<file path="src/rtl/bp_cce_dir_read_sequencer_if.sv">
// rtl/bp_cce_dir_read_sequencer_if.sv - request, directory RAM and sharers-result signals of the directory read sequencer
interface bp_cce_dir_read_sequencer_if #(
    parameter int num_lce_p          = 4,
    parameter int sets_p             = 8,
    parameter int assoc_p            = 2,
    parameter int tag_width_p        = 8,
    parameter int tag_sets_per_row_p = 2,
    parameter int row_width_p        = tag_sets_per_row_p * assoc_p * (tag_width_p + 3)
);
    localparam int rows_per_set_lp = (num_lce_p + tag_sets_per_row_p - 1) / tag_sets_per_row_p;
    localparam int lg_rows_lp      = (sets_p * rows_per_set_lp > 1) ? $clog2(sets_p * rows_per_set_lp) : 1;
    localparam int lg_sets_lp      = (sets_p > 1) ? $clog2(sets_p) : 1;
    localparam int lg_assoc_lp     = (assoc_p > 1) ? $clog2(assoc_p) : 1;
    localparam int lg_num_lce_lp   = (num_lce_p > 1) ? $clog2(num_lce_p) : 1;
    localparam int state_width_lp  = 3;

    logic                                  req_v_i;
    logic                                  req_ready_and_o;
    logic [lg_sets_lp-1:0]                 req_set_i;
    logic [tag_width_p-1:0]                req_tag_i;
    logic                                  ram_v_o;
    logic [lg_rows_lp-1:0]                 ram_addr_o;
    logic [row_width_p-1:0]                ram_data_i;
    logic                                  sharers_v_o;
    logic                                  sharers_yumi_i;
    logic [num_lce_p-1:0]                  sharers_hits_o;
    logic [num_lce_p*lg_assoc_lp-1:0]      sharers_ways_o;
    logic [num_lce_p*state_width_lp-1:0]   sharers_states_o;
    logic                                  owner_v_o;
    logic [lg_num_lce_lp-1:0]              owner_lce_o;

    modport slave (
        input  req_v_i, req_set_i, req_tag_i, ram_data_i, sharers_yumi_i,
        output req_ready_and_o, ram_v_o, ram_addr_o, sharers_v_o,
               sharers_hits_o, sharers_ways_o, sharers_states_o, owner_v_o, owner_lce_o
    );

    modport master (
        output req_v_i, req_set_i, req_tag_i, ram_data_i, sharers_yumi_i,
        input  req_ready_and_o, ram_v_o, ram_addr_o, sharers_v_o,
               sharers_hits_o, sharers_ways_o, sharers_states_o, owner_v_o, owner_lce_o
    );
endinterface

</file>
<file path="src/rtl/bp_cce_dir_read_sequencer.sv">
// rtl/bp_cce_dir_read_sequencer.sv - walks every directory row of a set and gathers per-LCE hit/way/state
// Optional owner output is built only when BP_CCE_DIR_SEQ_OWNER_EN is defined.

// Bit 1 marks the owning states (E, F, M, O).
typedef enum logic [2:0] {
    e_COH_I = 3'b000,
    e_COH_S = 3'b001,
    e_COH_E = 3'b010,
    e_COH_F = 3'b011,
    e_COH_M = 3'b110,
    e_COH_O = 3'b111
} bp_coh_states_e;

module bp_cce_dir_read_sequencer #(
    parameter int num_lce_p          = 4,
    parameter int sets_p             = 8,
    parameter int assoc_p            = 2,
    parameter int tag_width_p        = 8,
    parameter int tag_sets_per_row_p = 2,
    parameter int row_width_p        = tag_sets_per_row_p * assoc_p * (tag_width_p + $bits(bp_coh_states_e))
) (
    input logic clk_i,
    input logic reset_i,
    bp_cce_dir_read_sequencer_if.slave bus
);
    localparam int rows_per_set_lp = (num_lce_p + tag_sets_per_row_p - 1) / tag_sets_per_row_p;
    localparam int lg_rows_lp      = (sets_p * rows_per_set_lp > 1) ? $clog2(sets_p * rows_per_set_lp) : 1;
    localparam int lg_sets_lp      = (sets_p > 1) ? $clog2(sets_p) : 1;
    localparam int lg_assoc_lp     = (assoc_p > 1) ? $clog2(assoc_p) : 1;
    localparam int lg_num_lce_lp   = (num_lce_p > 1) ? $clog2(num_lce_p) : 1;
    localparam int sw_lp           = $bits(bp_coh_states_e);
    localparam int cnt_width_lp    = $clog2(rows_per_set_lp) + 1;

    typedef enum logic [1:0] {e_ready, e_read, e_done} state_e;

    state_e                             state_r;
    logic [lg_sets_lp-1:0]              set_r;
    logic [tag_width_p-1:0]             tag_r;
    logic [cnt_width_lp-1:0]            row_cnt_r;
    logic [cnt_width_lp-1:0]            capture_row_r;
    logic                               capture_v_r;
    logic                               sharers_v_r;
    logic [num_lce_p-1:0]               hits_r;
    logic [num_lce_p*lg_assoc_lp-1:0]   ways_r;
    logic [num_lce_p*sw_lp-1:0]         states_r;

    logic [tag_sets_per_row_p-1:0]             chk_row_v;
    logic [tag_sets_per_row_p-1:0]             chk_hit;
    logic [tag_sets_per_row_p*lg_assoc_lp-1:0] chk_way;
    logic [tag_sets_per_row_p*sw_lp-1:0]       chk_state;

    // Tag sets past num_lce_p in the last row are padding and never report.
    always_comb begin
        chk_row_v = '0;
        for (int i = 0; i < tag_sets_per_row_p; i++)
            chk_row_v[i] = (int'(capture_row_r) * tag_sets_per_row_p + i < num_lce_p);
    end

    bp_cce_dir_tag_checker #(
        .tag_sets_per_row_p(tag_sets_per_row_p),
        .assoc_p           (assoc_p),
        .tag_width_p       (tag_width_p),
        .row_width_p       (row_width_p)
    ) tag_checker (
        .row_i  (bus.ram_data_i),
        .row_v_i(chk_row_v),
        .tag_i  (tag_r),
        .hit_o  (chk_hit),
        .way_o  (chk_way),
        .state_o(chk_state)
    );

    always_ff @(posedge clk_i) begin
        if (reset_i) begin
            state_r       <= e_ready;
            set_r         <= '0;
            tag_r         <= '0;
            row_cnt_r     <= '0;
            capture_row_r <= '0;
            capture_v_r   <= 1'b0;
            sharers_v_r   <= 1'b0;
            hits_r        <= '0;
            ways_r        <= '0;
            states_r      <= {num_lce_p{e_COH_I}};
        end else begin
            capture_v_r <= 1'b0;
            if (capture_v_r) begin
                for (int j = 0; j < num_lce_p; j++) begin
                    if (capture_row_r == cnt_width_lp'(j / tag_sets_per_row_p)) begin
                        hits_r[j]                       <= chk_hit[j % tag_sets_per_row_p];
                        ways_r[j*lg_assoc_lp +: lg_assoc_lp] <= chk_way[(j % tag_sets_per_row_p)*lg_assoc_lp +: lg_assoc_lp];
                        states_r[j*sw_lp +: sw_lp]      <= chk_state[(j % tag_sets_per_row_p)*sw_lp +: sw_lp];
                    end
                end
            end
            unique case (state_r)
                e_ready: begin
                    if (bus.req_v_i) begin
                        set_r     <= bus.req_set_i;
                        tag_r     <= bus.req_tag_i;
                        row_cnt_r <= '0;
                        hits_r    <= '0;
                        ways_r    <= '0;
                        states_r  <= {num_lce_p{e_COH_I}};
                        state_r   <= e_read;
                    end
                end
                e_read: begin
                    capture_v_r   <= 1'b1;
                    capture_row_r <= row_cnt_r;
                    row_cnt_r     <= row_cnt_r + 1'b1;
                    if (row_cnt_r == cnt_width_lp'(rows_per_set_lp - 1))
                        state_r <= e_done;
                end
                e_done: begin
                    // The last row is still being written on the first e_done cycle.
                    if (capture_v_r)
                        sharers_v_r <= 1'b1;
                    if (sharers_v_r && bus.sharers_yumi_i) begin
                        sharers_v_r <= 1'b0;
                        state_r     <= e_ready;
                    end
                end
                default: state_r <= e_ready;
            endcase
        end
    end

    assign bus.req_ready_and_o  = (state_r == e_ready) & ~reset_i;
    assign bus.ram_v_o          = (state_r == e_read) & ~reset_i;
    assign bus.ram_addr_o       = lg_rows_lp'(set_r) * lg_rows_lp'(rows_per_set_lp) + lg_rows_lp'(row_cnt_r);
    assign bus.sharers_v_o      = sharers_v_r;
    assign bus.sharers_hits_o   = hits_r;
    assign bus.sharers_ways_o   = ways_r;
    assign bus.sharers_states_o = states_r;

`ifdef BP_CCE_DIR_SEQ_OWNER_EN
    logic                     owner_found;
    logic [lg_num_lce_lp-1:0] owner_idx;

    always_comb begin
        owner_found = 1'b0;
        owner_idx   = '0;
        for (int j = num_lce_p - 1; j >= 0; j--) begin
            if (states_r[j*sw_lp + 1]) begin
                owner_found = 1'b1;
                owner_idx   = lg_num_lce_lp'(j);
            end
        end
    end

    assign bus.owner_v_o   = sharers_v_r & owner_found;
    assign bus.owner_lce_o = sharers_v_r ? owner_idx : '0;
`else
    assign bus.owner_v_o   = 1'b0;
    assign bus.owner_lce_o = '0;
`endif

    req_set_in_range: assert property (@(posedge clk_i) disable iff (reset_i)
        (bus.req_v_i && bus.req_ready_and_o) |-> (32'(bus.req_set_i) < sets_p));

    yumi_only_when_valid: assert property (@(posedge clk_i) disable iff (reset_i)
        bus.sharers_yumi_i |-> sharers_v_r);
endmodule

// Entry layout within a row: tag set i, way w at index i*assoc_p+w, each entry {tag, state}.
module bp_cce_dir_tag_checker #(
    parameter int tag_sets_per_row_p = 2,
    parameter int assoc_p            = 2,
    parameter int tag_width_p        = 8,
    parameter int row_width_p        = tag_sets_per_row_p * assoc_p * (tag_width_p + $bits(bp_coh_states_e)),
    localparam int lg_assoc_lp       = (assoc_p > 1) ? $clog2(assoc_p) : 1,
    localparam int sw_lp             = $bits(bp_coh_states_e),
    localparam int entry_width_lp    = tag_width_p + sw_lp
) (
    input  logic [row_width_p-1:0]                    row_i,
    input  logic [tag_sets_per_row_p-1:0]             row_v_i,
    input  logic [tag_width_p-1:0]                    tag_i,
    output logic [tag_sets_per_row_p-1:0]             hit_o,
    output logic [tag_sets_per_row_p*lg_assoc_lp-1:0] way_o,
    output logic [tag_sets_per_row_p*sw_lp-1:0]       state_o
);
    // Ways are scanned high to low so the lowest matching way wins.
    always_comb begin
        hit_o   = '0;
        way_o   = '0;
        state_o = {tag_sets_per_row_p{e_COH_I}};
        for (int i = 0; i < tag_sets_per_row_p; i++) begin
            for (int w = assoc_p - 1; w >= 0; w--) begin
                if (row_v_i[i]
                    && row_i[(i*assoc_p + w)*entry_width_lp + sw_lp +: tag_width_p] == tag_i
                    && row_i[(i*assoc_p + w)*entry_width_lp +: sw_lp] != e_COH_I) begin
                    hit_o[i]                             = 1'b1;
                    way_o[i*lg_assoc_lp +: lg_assoc_lp]  = lg_assoc_lp'(w);
                    state_o[i*sw_lp +: sw_lp]            = row_i[(i*assoc_p + w)*entry_width_lp +: sw_lp];
                end
            end
        end
    end
endmodule

</file>
<file path="src/flat_wrapper.sv">
// flat-port wrapper written by rule: the top's interface ports become plain ports
module bp_cce_dir_read_sequencer_flat 
#(
    parameter int num_lce_p          = 4,
    parameter int sets_p             = 8,
    parameter int assoc_p            = 2,
    parameter int tag_width_p        = 8,
    parameter int tag_sets_per_row_p = 2,
    parameter int row_width_p        = tag_sets_per_row_p * assoc_p * (tag_width_p + $bits(bp_coh_states_e))
)
  (clk_i, reset_i, bus_req_v_i, bus_req_set_i, bus_req_tag_i, bus_ram_data_i, bus_sharers_yumi_i, bus_req_ready_and_o, bus_ram_v_o, bus_ram_addr_o, bus_sharers_v_o, bus_sharers_hits_o, bus_sharers_ways_o, bus_sharers_states_o, bus_owner_v_o, bus_owner_lce_o);
  bp_cce_dir_read_sequencer_if #(.num_lce_p(num_lce_p), .sets_p(sets_p), .assoc_p(assoc_p), .tag_width_p(tag_width_p), .tag_sets_per_row_p(tag_sets_per_row_p), .row_width_p(row_width_p)) bus_i ();
  input logic clk_i;
  input logic reset_i;
  input wire logic [$bits(bus_i.req_v_i)-1:0] bus_req_v_i;
  input wire logic [$bits(bus_i.req_set_i)-1:0] bus_req_set_i;
  input wire logic [$bits(bus_i.req_tag_i)-1:0] bus_req_tag_i;
  input wire logic [$bits(bus_i.ram_data_i)-1:0] bus_ram_data_i;
  input wire logic [$bits(bus_i.sharers_yumi_i)-1:0] bus_sharers_yumi_i;
  output wire logic [$bits(bus_i.req_ready_and_o)-1:0] bus_req_ready_and_o;
  output wire logic [$bits(bus_i.ram_v_o)-1:0] bus_ram_v_o;
  output wire logic [$bits(bus_i.ram_addr_o)-1:0] bus_ram_addr_o;
  output wire logic [$bits(bus_i.sharers_v_o)-1:0] bus_sharers_v_o;
  output wire logic [$bits(bus_i.sharers_hits_o)-1:0] bus_sharers_hits_o;
  output wire logic [$bits(bus_i.sharers_ways_o)-1:0] bus_sharers_ways_o;
  output wire logic [$bits(bus_i.sharers_states_o)-1:0] bus_sharers_states_o;
  output wire logic [$bits(bus_i.owner_v_o)-1:0] bus_owner_v_o;
  output wire logic [$bits(bus_i.owner_lce_o)-1:0] bus_owner_lce_o;
  assign bus_i.req_v_i = bus_req_v_i;
  assign bus_i.req_set_i = bus_req_set_i;
  assign bus_i.req_tag_i = bus_req_tag_i;
  assign bus_i.ram_data_i = bus_ram_data_i;
  assign bus_i.sharers_yumi_i = bus_sharers_yumi_i;
  assign bus_req_ready_and_o = bus_i.req_ready_and_o;
  assign bus_ram_v_o = bus_i.ram_v_o;
  assign bus_ram_addr_o = bus_i.ram_addr_o;
  assign bus_sharers_v_o = bus_i.sharers_v_o;
  assign bus_sharers_hits_o = bus_i.sharers_hits_o;
  assign bus_sharers_ways_o = bus_i.sharers_ways_o;
  assign bus_sharers_states_o = bus_i.sharers_states_o;
  assign bus_owner_v_o = bus_i.owner_v_o;
  assign bus_owner_lce_o = bus_i.owner_lce_o;
  bp_cce_dir_read_sequencer #(.num_lce_p(num_lce_p), .sets_p(sets_p), .assoc_p(assoc_p), .tag_width_p(tag_width_p), .tag_sets_per_row_p(tag_sets_per_row_p), .row_width_p(row_width_p)) u_core (.clk_i(clk_i), .reset_i(reset_i), .bus(bus_i));
endmodule
</file>
<file path="config.mk">
export PLATFORM = sky130hd
export DESIGN_NAME = bp_cce_dir_read_sequencer_flat
export DESIGN_NICKNAME = d
export VERILOG_FILES = /design/src/rtl/bp_cce_dir_read_sequencer_if.sv /design/src/rtl/bp_cce_dir_read_sequencer.sv /design/src/flat_wrapper.sv
export SDC_FILE = /design/constraint.sdc
export NUM_CORES = 1
export LEC_CHECK = 0
export ABC_AREA = 0
export CAP_MARGIN = 20
export CORE_MARGIN = 3
export CORE_UTILIZATION = 43
export CTS_CLUSTER_DIAMETER = 100
export CTS_CLUSTER_SIZE = 14
export DETAILED_ROUTE_END_ITERATION = 10
export GPL_ROUTABILITY_DRIVEN = 0
export PLACE_DENSITY = 0.77
export SYNTH_ARGS = -nofsm -noshare
export SYNTH_HDL_FRONTEND = slang
export SYNTH_SLANG_ARGS = --single-unit
export TNS_END_PERCENT = 30
</file>
<file path="constraint.sdc">
create_clock -name clk_i -period 1.8 [get_ports clk_i]
set_clock_uncertainty 0.2 [all_clocks]
set_input_delay 0.45 -clock clk_i [delete_from_list [all_inputs] [get_ports clk_i]]
set_output_delay 0.45 -clock clk_i [all_outputs]
set_load 0.1 [all_outputs]
</file>
==> flow_metrics.tcl, run 1 <==
set metrics [dict create \
    groute.usage.overall_pct 24.77 \
    routed_via_density 5.192 \
    ff2ff_path_depth 6 \
    post-route-util_pct 83.84 \
    fillCellCount 242 \
    num_antenna_cells 0 \
    place_hpwl_um 5041 \
    ios 89 \
    finalHoldViolCount 0 \
    wl_per_cell_um 18.40 \
    max_freq_mhz 512.2 \
    nNetsFinal 420 \
    violations "negative setup slack" \
    reg2reg_to "u_core.bus.sharers_states_o[1]$_SDFF_PP0_" \
    ant_nets 0 \
    status "finished, violations left" \
    p_leak_nw 1.729 \
    ctsLongestPathBuffers 2 \
    grt_overflow 0 \
    clkLatencyLatePin_ns 0.30 \
    first_iter_violations 112 \
    area_growth_pct 86.13 \
    dieArea_um2 5899 \
    finalWorstSetupSlack_ns -0.1522 \
    reg2reg_slack_ns -0.11 \
    timing.critical_path.required_ns 1.15 \
    critPathKind "register to output pin" \
    cts_hold_buf 0 \
    ys_warn_count 0 \
    fin_hold_ws_ns 0.2770 \
    max-cap-violations 0 \
    die-height_um 76.81 \
    period_needed_ns 1.952 \
    via_count 2212 \
    root_buffer "clkbuf_8" \
    start_util_pct 45.05 \
    min_to "u_core.set_r[0]$_SDFFE_PP0P_" \
    crit_path_start_kind "register" \
    crit_path_end_kind "output pin" \
    worstHoldStart "u_core.set_r[0]$_SDFFE_PP0P_" \
    path_clk_slew_ns 0.08 \
    drc_errors 0 \
    holdPathStages 2 \
    slew_violations 0 \
    antenna_found_initial 0 \
    drive_gt1_share_pct 36.77 \
    syn_inst 249 \
    cp_max_fo 2 \
    routed_wl_um 7839 \
    cts_tree "yes" \
    synth_edf_count 0 \
    synth-main-ff-cell "dfxtp_1" \
    synthArstFlopShare_pct 0 \
    rsz0062_at_grt "yes" \
    grt_start_max_net_pins 17 \
    die-width_um 76.81 \
    ys_types 33 \
    core_area_um2 4786 \
    ys_seq_area_share_pct 36.22 \
    worstPathArrival_ns 1.30 \
    setup_viol 17 \
    grt_pass1_wl_um 11430 \
    period_share_pct 108.5 \
    numPortBuffers 85 \
    htreeDepth 2 \
    synth-seq-cells 39 \
    irDropWorstVdd_uv 548.4 \
    postSynthAreaPerCell_um2 8.658 \
    hold_path_class "register to register" \
    grt_pass1_vias 2291 \
    syn_area_um2 2156 \
    p_per_area_nw_per_um2 623.3 \
    r2r_start "u_core.tag_r[2]$_SDFFE_PP0P_" \
    clock_sinks 39 \
    cts_buffers 5 \
    first_pass_iters 4 \
    fp-row-count 25 \
]
==> layout by cell type (no fill, tap or decap), types with 3 or more instances in the layout <==
cell             synthesis  routed
xnor2_2                  0       9
dfxtp_1                 39      27
buf_4                    4      31
dfxtp_2                  0       5
buf_12                   0      27
xnor2_1                 16       7
dlygate4sd2_1            0      12
clkdlybuf4s50_1          0      25
conb_1                   1       3
nand3_1                  4       4
inv_1                    7       7
a21oi_1                 31      29
nand2b_1                 4       3
nand2_1                 29      29
mux2i_1                  7       5
nor4_4                   4       8
buf_6                    7       5
o21ai_0                 17      17
clkbuf_8                 0       6
dfxtp_4                  0       7
xor2_2                   0       6
nor3b_1                  5       4
nor2_1                  14      13
dlymetal6s2s_1           0      20
xor2_1                  18      10
nor4_2                   2       4
==> registers in the layout, summed over array words and instances, names as in the netlist <==
register	flops
u_core.bus.sharers_hits_o	4
u_core.bus.sharers_states_o	12
u_core.bus.sharers_v_o	1
u_core.bus.sharers_ways_o	4
u_core.capture_row_r	2
u_core.capture_v_r	1
u_core.row_cnt_r	2
u_core.set_r	3
u_core.state_r	2
u_core.tag_r	8
==> metrics by stage <==
step | setup slack [ns] | power [mW] | TNS, ns | instances | instance area [um^2]
global placement | -0.4177 | 1.640 | -8.737 | 405 | 3428
global route | -0.1913 | 2.595 | -2.473 | 426 | 4013
floorplan | -0.2235 | 1.371 | -0.7206 | 251 | 2222
CTS | -0.1584 | 2.428 | -1.613 | 416 | 3684
detailed placement | -0.4941 | 1.650 | -9.834 | 405 | 3428
finish | -0.1522 | 2.501 | -1.150 | 426 | 4013
==> kinds of logic (layout without fill, tap and decap cells) <==
| group | count (synthesis) | after routing | share of synthesized area [%] |
|---|---|---|---|
| buffers and inverters | 28 | 136 | 8.184 |
| AO/OA/AOI/OAI | 50 | 50 | 11.96 |
| flip-flops | 39 | 39 | 36.22 |
| adder cells (fa/ha/maj) | 3 | 3 | 1.741 |
| other | 1 | 3 | 0.1739 |
| XOR/XNOR | 34 | 34 | 13.81 |
| multiplexers | 7 | 7 | 3.250 |
| AND/OR/NAND/NOR | 87 | 87 | 24.67 |
==> layout make-up <==
cell class                      instances  area [um^2]  share of cell area, %
Clock inverter                          2        35.03                 0.8731
Timing Repair Buffer                  121         1446                  36.05
Clock buffer                            6        82.58                  2.058
Inverter                                7        26.28                 0.6548
Sequential cell                        39        813.3                  20.27
Multi-Input combinational cell        184         1525                  38.01
Tap cell                               67        83.83                  2.089
==> report_power, final <==
part	leakage (nW)	internal, mW	total (mW)	switching [mW]
logic	1.34	0.356	0.786	0.431
clock network	0.0612	0.448	0.759	0.310
registers	0.324	0.895	0.956	0.0607
total	1.73	1.70	2.50	0.802
==> worst max path at each step <==
stage                                           endpoint                             start  cells past startpoint  slack [ns]
6_report                               bus_ram_addr_o[3]  u_core.row_cnt_r[1]$_SDFFE_PP0P_                      4       -0.15
5_1_grt                                bus_ram_addr_o[3]  u_core.row_cnt_r[1]$_SDFFE_PP0P_                      4       -0.19
4_1_cts                                bus_ram_addr_o[3]      u_core.set_r[0]$_SDFFE_PP0P_                      4       -0.16
3_5_place_dp   u_core.bus.sharers_states_o[3]$_SDFF_PP0_                bus_ram_data_i[23]                      6       -0.49
3_3_place_gp   u_core.bus.sharers_states_o[3]$_SDFF_PP0_                bus_ram_data_i[23]                      6       -0.42
2_1_floorplan                        bus_req_ready_and_o                           reset_i                      2       -0.22
==> per-layer routing <==
metal / up-vias / track usage [%] / share of wire, %
met1: 1063 / 27.42 / 37
met3: 21 / 5.869 / 6.1
li1: 1047 / - / -
met2: 81 / 43.82 / 54
met4: 0 / 12.68 / 3.5
met5: - / 0 / 0
==> synthesized netlist by cell type, types with 6 or more instances <==
cell type | instances | area (um^2)
nand2_1 | 29 | 108.9
mux2i_1 | 7 | 70.07
a21oi_1 | 31 | 155.2
inv_1 | 7 | 26.28
nor4_1 | 6 | 37.54
o21ai_0 | 17 | 85.08
buf_6 | 7 | 78.83
clkbuf_1 | 7 | 26.28
nor2_1 | 14 | 52.55
dfxtp_1 | 39 | 780.8
xor2_1 | 18 | 157.7
xnor2_1 | 16 | 140.1
==> critical path: stages, from the launching register on <==
cell,delay (ns)
dfxtp_2,0.34
ha_4,0.16
ha_4,0.16
xor2_4,0.15
buf_12,0.19
==> timing repair <==
| action | CTS | global route |
|---|---|---|
| setup endpoints to repair | 25 | 24 |
| resized for setup | 44 | 56 |
| buffers inserted | 3 | 10 |
| cloned | 0 | 0 |
| pin swaps | 24 | 31 |
No activity file was read; power rests on OpenSTA's default activity.
==> inputs of run 2 (changes only) <==
--- a/config.mk
+++ b/config.mk
@@ -14,6 +14,7 @@
 export DETAILED_ROUTE_END_ITERATION = 10
 export GPL_ROUTABILITY_DRIVEN = 0
 export PLACE_DENSITY = 0.77
+export REMOVE_ABC_BUFFERS = 1
 export SYNTH_ARGS = -nofsm -noshare
 export SYNTH_HDL_FRONTEND = slang
 export SYNTH_SLANG_ARGS = --single-unit
==> run 2 against run 1 <==
The flow still finishes with violations (negative setup slack). Non-clock buffer count fell by 4. Clock-buffer cell count did not move. Via count fell by 0.41%. Fmax fell by 1.2%. Flip-flop and latch count did not move. Wire length fell by 5.0%. Cell count fell by 0.94%.
==> flow_metrics.tcl, run 2 (synthesized netlist as in run 1, its figures left out) <==
set metrics [dict create \
    status "finished, violations left" \
    violations "negative setup slack" \
    finalHoldViolCount 0 \
    grt_pass1_wl_um 11280 \
    die-width_um 76.81 \
    cts_tree "yes" \
    layout_commonest_cell "dlygate4sd2_1" \
    crit_path_end_kind "output pin" \
    first_pass_iters 4 \
    slew_violations 0 \
    period_share_pct 109.8 \
    max_slew.worst_pin.slew_ns 0.5676 \
    core_area_um2 4786 \
    crit_path_start_kind "register" \
    routed_wl_um 7447 \
    cts_hold_buf 0 \
    timing.critical_path.required_ns 1.15 \
    max_freq_mhz 505.8 \
    drive_gt1_share_pct 34.93 \
    finalWorstSetupSlack_ns -0.1769 \
    area_growth_pct 80.27 \
    dieArea_um2 5899 \
    largest_reg_flops 12 \
    worstPathArrival_ns 1.33 \
    groute.usage.overall_pct 23.93 \
    irDropWorstVdd_uv 512.2 \
    grt_overflow 0 \
    root_buffer "clkbuf_8" \
    hold_path_class "register to register" \
    path_clk_slew_ns 0.07 \
    clock_sinks 39 \
    ant_nets 0 \
    ios 89 \
    num_antenna_cells 0 \
    drc_errors 0 \
    max_slew_margin_pct 62.16 \
    setup_viol 16 \
    p_leak_nw 1.527 \
    fillCellCount 289 \
    max-cap-violations 0 \
    place_hpwl_um 4667 \
    cp_max_fo 2 \
    first_iter_violations 87 \
    start_util_pct 45.05 \
    grt_pass1_vias 2377 \
    routed_via_density 5.220 \
    nNetsFinal 416 \
    htreeDepth 2 \
    via_count 2203 \
    fp-row-count 25 \
    wl_per_cell_um 17.65 \
    numPortBuffers 85 \
    period_needed_ns 1.977 \
    antenna_found_initial 0 \
    final_cell_mix "dlygate4sd2_1, nand2_1, a21oi_1, dfxtp_1, buf_12" \
    dp_slack_ns -0.5364 \
    p_per_area_nw_per_um2 597.4 \
    ctsLongestPathBuffers 2 \
    critPathKind "register to output pin" \
    cts_buffers 5 \
    power_mw 2.322 \
    clkLatencyLatePin_ns 0.29 \
    die-height_um 76.81 \
    grt_start_max_net_pins 21 \
    rsz0062_at_grt "yes" \
]
==> run 2: cell types whose count changed in the layout (fill, tap and decap cells not counted), sizes merged <==
cell,delta
clkdlybuf4s15,+3
clkinvlp,+1
dlygate4sd2,+20
bufinv,-1
buf,-4
dlymetal6s2s,-20
clkdlybuf4s50,-3
==> run 2: what timing repair did <==
item,CTS,global route
resized for setup,86,25
hold endpoints to repair,0,0
setup buffers,6,2
setup endpoints to repair,24,24
pin swaps,35,25
==> run 2: worst paths after layout <==
kind | from | to | slack [ns] | depth (start not counted)
worst min register to register | u_core.set_r[0]$_SDFFE_PP0P_ | u_core.set_r[0]$_SDFFE_PP0P_ | 0.31 | 2
worst max-delay path | u_core.row_cnt_r[1]$_SDFFE_PP0P_ | bus_ram_addr_o[3] | -0.18 | 4
worst min-delay path | u_core.set_r[0]$_SDFFE_PP0P_ | u_core.set_r[0]$_SDFFE_PP0P_ | 0.31 | 2
worst max register to register | u_core.tag_r[0]$_SDFFE_PP0P_ | u_core.bus.sharers_ways_o[3]$_SDFF_PP0_ | -0.11 | 7
==> run 2: area by class of cell <==
class | instances | area, um^2 | share of cell area [%]
multi-input combinational | 184 | 1535 | 39.50
tap | 67 | 83.83 | 2.157
timing repair buffer | 117 | 1353 | 34.80
inverter | 7 | 26.28 | 0.6761
sequential | 39 | 803.3 | 20.67
clock inverter | 2 | 12.51 | 0.3220
clock buffer | 6 | 72.57 | 1.867
==> run 2: stage by stage <==
| step | TNS [ns] | instances | area (um^2) | util [%] | hold WS [ns] |
|---|---|---|---|---|---|
| floorplan | -3.337 | 230 | 2013 | - | 0.2340 |
| global placement | -9.108 | 407 | 3418 | 71.42 | 0.2481 |
| detailed placement | -10.15 | 407 | 3418 | 71.42 | 0.2740 |
| CTS | -0.3827 | 420 | 3722 | 77.78 | 0.3034 |
| global route | -2.504 | 422 | 3886 | 81.20 | 0.3314 |
| finish | -0.9338 | 422 | 3886 | 81.20 | 0.3056 |
==> run 2: report_power, final <==
part           leakage, nW  switching (mW)  internal [mW]
clock network       0.0412           0.304          0.271
registers            0.322          0.0513          0.897
logic                 1.16           0.451          0.348
total                 1.53           0.807           1.51
==> run 2: routing by layer <==
layer  wire (um)  up-vias  global-route usage, %
met5           0        -                      0
li1            -     1046                      -
met3         505       22                  5.986
met4         208        0                  7.971
met2        4077       90                  44.16
met1        2655     1045                  26.50
==> run 2: critical path: stages (launching register included) <==
cell     delay [ns]
dfxtp_2        0.34
ha_4           0.16
ha_4           0.15
xor2_2         0.19
buf_12         0.20
==> inputs of run 3 (changes only) <==
--- a/config.mk
+++ b/config.mk
@@ -12,7 +12,7 @@
 export CTS_CLUSTER_DIAMETER = 100
 export CTS_CLUSTER_SIZE = 14
 export DETAILED_ROUTE_END_ITERATION = 10
-export GPL_ROUTABILITY_DRIVEN = 0
+export GPL_ROUTABILITY_DRIVEN = 1
 export PLACE_DENSITY = 0.77
 export REMOVE_ABC_BUFFERS = 1
 export SYNTH_ARGS = -nofsm -noshare
==> results of run 3 <==
Same layout as run 2: the final DEF is identical, and so are final timing and power.
